### src/rtl/uncache_bridge.sv
// Uncached data-port bridge: turns one core data-SRAM access into a single-beat
// AXI read or write, stalling the core until the bus transaction completes.
module uncache_bridge #(
    parameter int ID_W = 4
) (
    input  logic            clk,
    input  logic            rst,

    input  logic            data_sram_en,
    input  logic [3:0]      data_sram_wen,
    input  logic [31:0]     data_sram_addr,
    input  logic [31:0]     data_sram_wdata,
    output logic [31:0]     data_sram_rdata,
    output logic            stallreq_uncache,

    output logic [ID_W-1:0] arid,
    output logic [31:0]     araddr,
    output logic [7:0]      arlen,
    output logic [2:0]      arsize,
    output logic            arvalid,
    input  logic            arready,

    input  logic [ID_W-1:0] rid,
    input  logic [31:0]     rdata,
    input  logic [1:0]      rresp,
    input  logic            rlast,
    input  logic            rvalid,
    output logic            rready,

    output logic [ID_W-1:0] awid,
    output logic [31:0]     awaddr,
    output logic [7:0]      awlen,
    output logic [2:0]      awsize,
    output logic            awvalid,
    input  logic            awready,

    output logic [31:0]     wdata,
    output logic [3:0]      wstrb,
    output logic            wlast,
    output logic            wvalid,
    input  logic            wready,

    input  logic [ID_W-1:0] bid,
    input  logic [1:0]      bresp,
    input  logic            bvalid,
    output logic            bready
);

    typedef enum logic [2:0] {
        IDLE,
        RD_A,
        RD_D,
        WR,
        WR_B,
        DONE
    } state_t;

    state_t      state;
    state_t      state_next;

    logic [31:0] addr_q;
    logic [31:0] wdata_q;
    logic [3:0]  wen_q;
    logic [31:0] rdata_q;
    logic        aw_done;
    logic        w_done;
    logic        aw_fire;
    logic        w_fire;
    logic        unused_resp;

    // Response status and IDs are deliberately ignored; every access completes normally.
    assign unused_resp = ^{rid, rresp, rlast, bid, bresp};

    assign aw_fire = (state == WR) && !aw_done && awready;
    assign w_fire  = (state == WR) && !w_done  && wready;

    always_ff @(posedge clk or negedge rst) begin
        if (!rst) begin
            state   <= IDLE;
            addr_q  <= '0;
            wdata_q <= '0;
            wen_q   <= '0;
            rdata_q <= '0;
            aw_done <= 1'b0;
            w_done  <= 1'b0;
        end else begin
            state <= state_next;
            if (state == IDLE && data_sram_en) begin
                addr_q  <= data_sram_addr;
                wdata_q <= data_sram_wdata;
                wen_q   <= data_sram_wen;
            end
            if (state == RD_D && rvalid) begin
                rdata_q <= rdata;
            end
            // Done flags only live while in WR; they clear as the write leaves WR.
            if (state == WR && state_next == WR) begin
                aw_done <= aw_done | aw_fire;
                w_done  <= w_done  | w_fire;
            end else begin
                aw_done <= 1'b0;
                w_done  <= 1'b0;
            end
        end
    end

    always_comb begin
        state_next = state;
        arvalid    = 1'b0;
        rready     = 1'b0;
        awvalid    = 1'b0;
        wvalid     = 1'b0;
        bready     = 1'b0;
        case (state)
            IDLE: begin
                if (data_sram_en) begin
                    state_next = (data_sram_wen == 4'b0000) ? RD_A : WR;
                end
            end
            RD_A: begin
                arvalid = 1'b1;
                if (arready) begin
                    state_next = RD_D;
                end
            end
            RD_D: begin
                rready = 1'b1;
                if (rvalid) begin
                    state_next = DONE;
                end
            end
            WR: begin
                awvalid = !aw_done;
                wvalid  = !w_done;
                if ((aw_done || aw_fire) && (w_done || w_fire)) begin
                    state_next = WR_B;
                end
            end
            WR_B: begin
                bready = 1'b1;
                if (bvalid) begin
                    state_next = DONE;
                end
            end
            DONE: begin
                state_next = IDLE;
            end
            default: begin
                state_next = IDLE;
            end
        endcase
    end

    always_comb begin
        case (wen_q)
            4'b0001, 4'b0010, 4'b0100, 4'b1000: awsize = 3'b000;
            4'b0011, 4'b1100:                   awsize = 3'b001;
            default:                            awsize = 3'b010;
        endcase
    end

    // Stall is forced low while reset is held, even if the core presents a request.
    assign stallreq_uncache = rst && ((state == IDLE && data_sram_en) ||
                                      state == RD_A || state == RD_D ||
                                      state == WR   || state == WR_B);

    assign data_sram_rdata = rdata_q;

    assign arid   = '0;
    assign araddr = {addr_q[31:2], 2'b00};
    assign arlen  = '0;
    assign arsize = 3'b010;

    assign awid   = '0;
    assign awaddr = addr_q;
    assign awlen  = '0;

    assign wdata  = wdata_q;
    assign wstrb  = wen_q;
    assign wlast  = 1'b1;

endmodule

### config.mk
export PLATFORM = sky130hd
export DESIGN_NAME = uncache_bridge
export DESIGN_NICKNAME = d
export VERILOG_FILES = /design/src/rtl/uncache_bridge.sv
export SDC_FILE = /design/constraint.sdc
export NUM_CORES = 1
export LEC_CHECK = 0
export CAP_MARGIN = 10
export CORE_MARGIN = 1.5
export CORE_UTILIZATION = 30
export DETAILED_ROUTE_END_ITERATION = 7
export GPL_ROUTABILITY_DRIVEN = 0
export PLACE_DENSITY = 0.77
export SETUP_SLACK_MARGIN = 0.2
export SYNTH_ARGS = -nofsm -noshare
export SYNTH_HDL_FRONTEND = slang
export SYNTH_SLANG_ARGS = --single-unit
export TNS_END_PERCENT = 100
### constraint.sdc
create_clock -name clk -period 4.55 [get_ports clk]
set_clock_uncertainty 0.05 [all_clocks]
set_input_delay 0.455 -clock clk [delete_from_list [all_inputs] [get_ports clk]]
set_output_delay 0.455 -clock clk [all_outputs]
set_load 0.01 [all_outputs]
==> flow_results.xml <==
<?xml version="1.0" encoding="UTF-8"?>
<metrics>
  <group name="worst_setup_path">
    <metric name="setup.worst_path.class" unit="">reg2reg</metric>
    <metric name="critical_path_fanout_max" unit="">23</metric>
    <metric name="r2r.worst_path.cells" unit="">4</metric>
    <metric name="worst-endpoint-required" unit="ns">4.73</metric>
    <metric name="crit_path_end_kind" unit="">register</metric>
    <metric name="timing.rr.end" unit="">data_sram_rdata[18]$_DFFE_PN0P_</metric>
    <metric name="reg2reg_setup_slack" unit="ns">2.06</metric>
    <metric name="timing.critical_path.from_type" unit="">register</metric>
    <metric name="worst_r2r_startpoint" unit="">state[1]$_DFF_PN0_</metric>
    <metric name="cp_data_arrival_time" unit="ns">2.66</metric>
  </group>
  <group name="sta">
    <metric name="worst_slew_pin_slew" unit="ns">1.02</metric>
    <metric name="timing.final.crit_period" unit="ns">2.49</metric>
    <metric name="achievable-frequency" unit="MHz">402</metric>
    <metric name="rsz0062_at_grt" unit="">false</metric>
    <metric name="timing.final.setup_violations" unit="">0</metric>
    <metric name="finalHoldViolCount" unit="">0</metric>
    <metric name="final-max-slew-violation-count" unit="">0</metric>
    <metric name="timing.hold.ws" unit="ns">0.0759</metric>
    <metric name="setup-tns-final" unit="ns">0</metric>
    <metric name="max_slew_margin" unit="">0.323</metric>
    <metric name="layout_worst_path_cycle_share" unit="">0.547</metric>
  </group>
  <group name="grt">
    <metric name="grt_remaining_overflow" unit="">0</metric>
    <metric name="grt_antenna_before_repair" unit="">0</metric>
    <metric name="grt_max_degree" unit="">70</metric>
    <metric name="first_global_vias" unit="">3322</metric>
    <metric name="grt_first_pass_wirelength" unit="mm">17.0</metric>
    <metric name="global_route_usage_sum" unit="">0.137</metric>
  </group>
  <group name="outcome">
    <metric name="result_of_the_run" unit="">complete, but fails checks</metric>
    <metric name="failed_checks" unit="">design-rule violations</metric>
  </group>
  <group name="logic_synthesis">
    <metric name="synth_sequential_area_ratio" unit="">0.579</metric>
    <metric name="synth_register_bits" unit="">105</metric>
    <metric name="synthesis.area" unit="sq mm">0.00454</metric>
    <metric name="synth.yosys.warnings" unit="">0</metric>
    <metric name="synth_top_area_cell" unit="">dfrtp_1</metric>
    <metric name="netlist-cell-type-count" unit="">28</metric>
    <metric name="synth-main-ff-cell" unit="">dfrtp_1</metric>
    <metric name="synth_top_cells_by_count" unit="">105 x dfrtp_1, 91 x mux2_2, 65 x buf_4</metric>
    <metric name="synth_cells" unit="">319</metric>
    <metric name="synth_edf_count" unit="">0</metric>
    <metric name="most_used_standard_cell_by_instance_count_after_synthesis" unit="">dfrtp_1</metric>
    <metric name="async_reset_ff_frac" unit="">1.00</metric>
    <metric name="synth.area.top_cells" unit="">dfrtp_1 58%, mux2_2 23%, buf_4 11%</metric>
    <metric name="synth.avg_cell_area" unit="sq um">14.2</metric>
    <metric name="fraction_of_synthesized_cell_area_taken_by_the_top_area_cell_type" unit="">0.579</metric>
  </group>
  <group name="placed_design">
    <metric name="half_perimeter_wire_length_after_detailed_placement" unit="mm">8.21</metric>
    <metric name="place.detailed.instances" unit="">705</metric>
    <metric name="portBuffers" unit="">245</metric>
    <metric name="place_area" unit="sq mm">0.00680</metric>
  </group>
  <group name="floorplanning">
    <metric name="initial_cell_density_of_the_core" unit="">0.310</metric>
    <metric name="die_area" unit="sq mm">0.0159</metric>
    <metric name="io-pin-count" unit="">290</metric>
    <metric name="die-width" unit="um">126</metric>
    <metric name="die_height" unit="um">126</metric>
    <metric name="standard_cell_core_area" unit="sq mm">0.0146</metric>
    <metric name="floorplan.rows" unit="">44</metric>
  </group>
  <group name="clock_tree">
    <metric name="cts_buf_count" unit="">9</metric>
    <metric name="cts_htree_levels" unit="">3</metric>
    <metric name="max_buffers_root_to_sink" unit="">2</metric>
    <metric name="post_cts_resize_count" unit="">0</metric>
    <metric name="holdBufCountCts" unit="">0</metric>
    <metric name="cts.clk_slew.worst_paths" unit="ns">0.07</metric>
    <metric name="tritoncts" unit="">done</metric>
    <metric name="cts_root_buf" unit="">clkbuf_16</metric>
    <metric name="sink_count" unit="">105</metric>
    <metric name="post_cts_buffers" unit="">0</metric>
    <metric name="worst_skew_pair.late_latency" unit="ns">0.34</metric>
  </group>
  <group name="power">
    <metric name="power.share.clock" unit="">0.148</metric>
    <metric name="power_per_cell_area" unit="mW/mm^2">697</metric>
    <metric name="leakage" unit="nW">2.92</metric>
    <metric name="comb_power_share" unit="">0.504</metric>
    <metric name="internal-power" unit="mW">3.38</metric>
    <metric name="power.net_switching" unit="mW">1.56</metric>
    <metric name="power_frac_seq" unit="">0.348</metric>
    <metric name="sw_frac_of_total" unit="">0.316</metric>
    <metric name="ir_drop" unit="mV">0.320</metric>
  </group>
  <group name="detailed_routing">
    <metric name="route.final.wire_length" unit="mm">10.8</metric>
    <metric name="drt-wirelength-per-cell" unit="um">15.0</metric>
    <metric name="antenna_violating_nets_post_route" unit="">0</metric>
    <metric name="vias" unit="">3123</metric>
    <metric name="drt_drc_violations_left" unit="">20</metric>
    <metric name="drt_first_pass_iters" unit="">7</metric>
    <metric name="per_cell_via_count_in_the_routed_design" unit="">4.33</metric>
    <metric name="dr.first_iter.drc_count" unit="">73</metric>
  </group>
  <group name="finish">
    <metric name="antenna-diode-count" unit="">0</metric>
    <metric name="non_filler_cells_final" unit="">721</metric>
    <metric name="drive_gt1_frac" unit="">0.210</metric>
    <metric name="final_design_area_no_fill" unit="sq mm">0.00708</metric>
    <metric name="areaGrowthSynthToFinish" unit="%">56.1</metric>
    <metric name="finalNetCount" unit="">653</metric>
    <metric name="filler_cell_count" unit="">1273</metric>
    <metric name="seq_area" unit="sq mm">0.00263</metric>
    <metric name="multiInputGateArea" unit="sq mm">0.00147</metric>
  </group>
  <group name="job">
    <metric name="drv.max_cap_violation_count" unit="">0</metric>
  </group>
  <group name="hold_path">
    <metric name="hold_path_class" unit="">in2async</metric>
  </group>
</metrics>
power groups by stage:
stage | registers, mW | clock network (mW) | logic [mW]
6_report | 1.72 | 0.733 | 2.49
4_1_cts | 1.73 | 0.766 | 2.53
5_1_grt | 1.79 | 0.806 | 2.62
3_3_place_gp | 1.71 | 0 | 2.48
2_1_floorplan | 1.89 | 0 | 1.04
3_5_place_dp | 1.75 | 0 | 2.52
metal layers:
layer / track usage / part of all wire
met3: 0.0573 / 0.091
met2: 0.251 / 0.53
met5: 0 / 0
met1: 0.144 / 0.37
met4: 0.0385 / 0.010
placed cells by master (no fill, tap or decap), types with 2 or more instances in the layout:
master	count
clkdlybuf4s50_1	244
dfrtp_1	105
mux2_2	91
conb_1	31
nor2_1	10
mux2_1	9
clkbuf_16	9
buf_4	4
nand3_1	3
and2_1	2
nand2_1	2
nor2b_1	2
o21ai_0	2
nor4_1	2
clkinv_4	2
clkinvlp_4	2
inv_6	2
per-stage QoR:
stage	util	worst slack, ns	power [mW]
2_1_floorplan	-	2.79	2.94
3_3_place_gp	0.465	1.97	4.19
3_5_place_dp	0.465	1.88	4.26
4_1_cts	0.484	2.02	5.02
5_1_grt	0.484	1.87	5.22
6_report	0.484	2.06	4.94
worst max-delay path by stage:
| stage | start | end | slack [ns] | depth (start not counted) |
|---|---|---|---|---|
| global placement | rvalid | data_sram_rdata[17]$_DFFE_PN0P_ | 1.97 | 4 |
| CTS | state[1]$_DFF_PN0_ | data_sram_rdata[13]$_DFFE_PN0P_ | 2.02 | 4 |
| floorplan | state[2]$_DFF_PN0_ | data_sram_rdata[10]$_DFFE_PN0P_ | 2.79 | 6 |
| finish | state[1]$_DFF_PN0_ | data_sram_rdata[18]$_DFFE_PN0P_ | 2.06 | 4 |
| global route | state[1]$_DFF_PN0_ | data_sram_rdata[18]$_DFFE_PN0P_ | 1.87 | 4 |
| detailed placement | rvalid | data_sram_rdata[13]$_DFFE_PN0P_ | 1.88 | 4 |
cells by family after synthesis:
kind of cell	count (synthesis)	share of synthesized area
mux	100	0.248
simple gates	30	0.0405
other cells	2	0.00166
buf+inv	75	0.120
flops	105	0.579
compound gates	6	0.00855
xor+xnor	1	0.00193
worst max-delay path, stage by stage, from the launching register on:
cell and delay, ns:
dfrtp_1 0.53, nor3b_2 0.25, and2_1 0.83, buf_4 0.35
mux2_2 0.36
sequential cells by signal, summed over array words and instances (netlist names):
register and cells:
aw_done 1, wdata 32, data_sram_rdata 32, state 3, w_done 1, wstrb 4, awaddr 32
area by class of cell:
cell class | count | area share
Timing Repair Buffer | 248 | 0.349
Clock inverter | 7 | 0.00777
Multi-Input combinational cell | 168 | 0.208
Clock buffer | 9 | 0.0318
Sequential cell | 105 | 0.371
Tap cell | 184 | 0.0325
(Power assumes the default switching activity.)
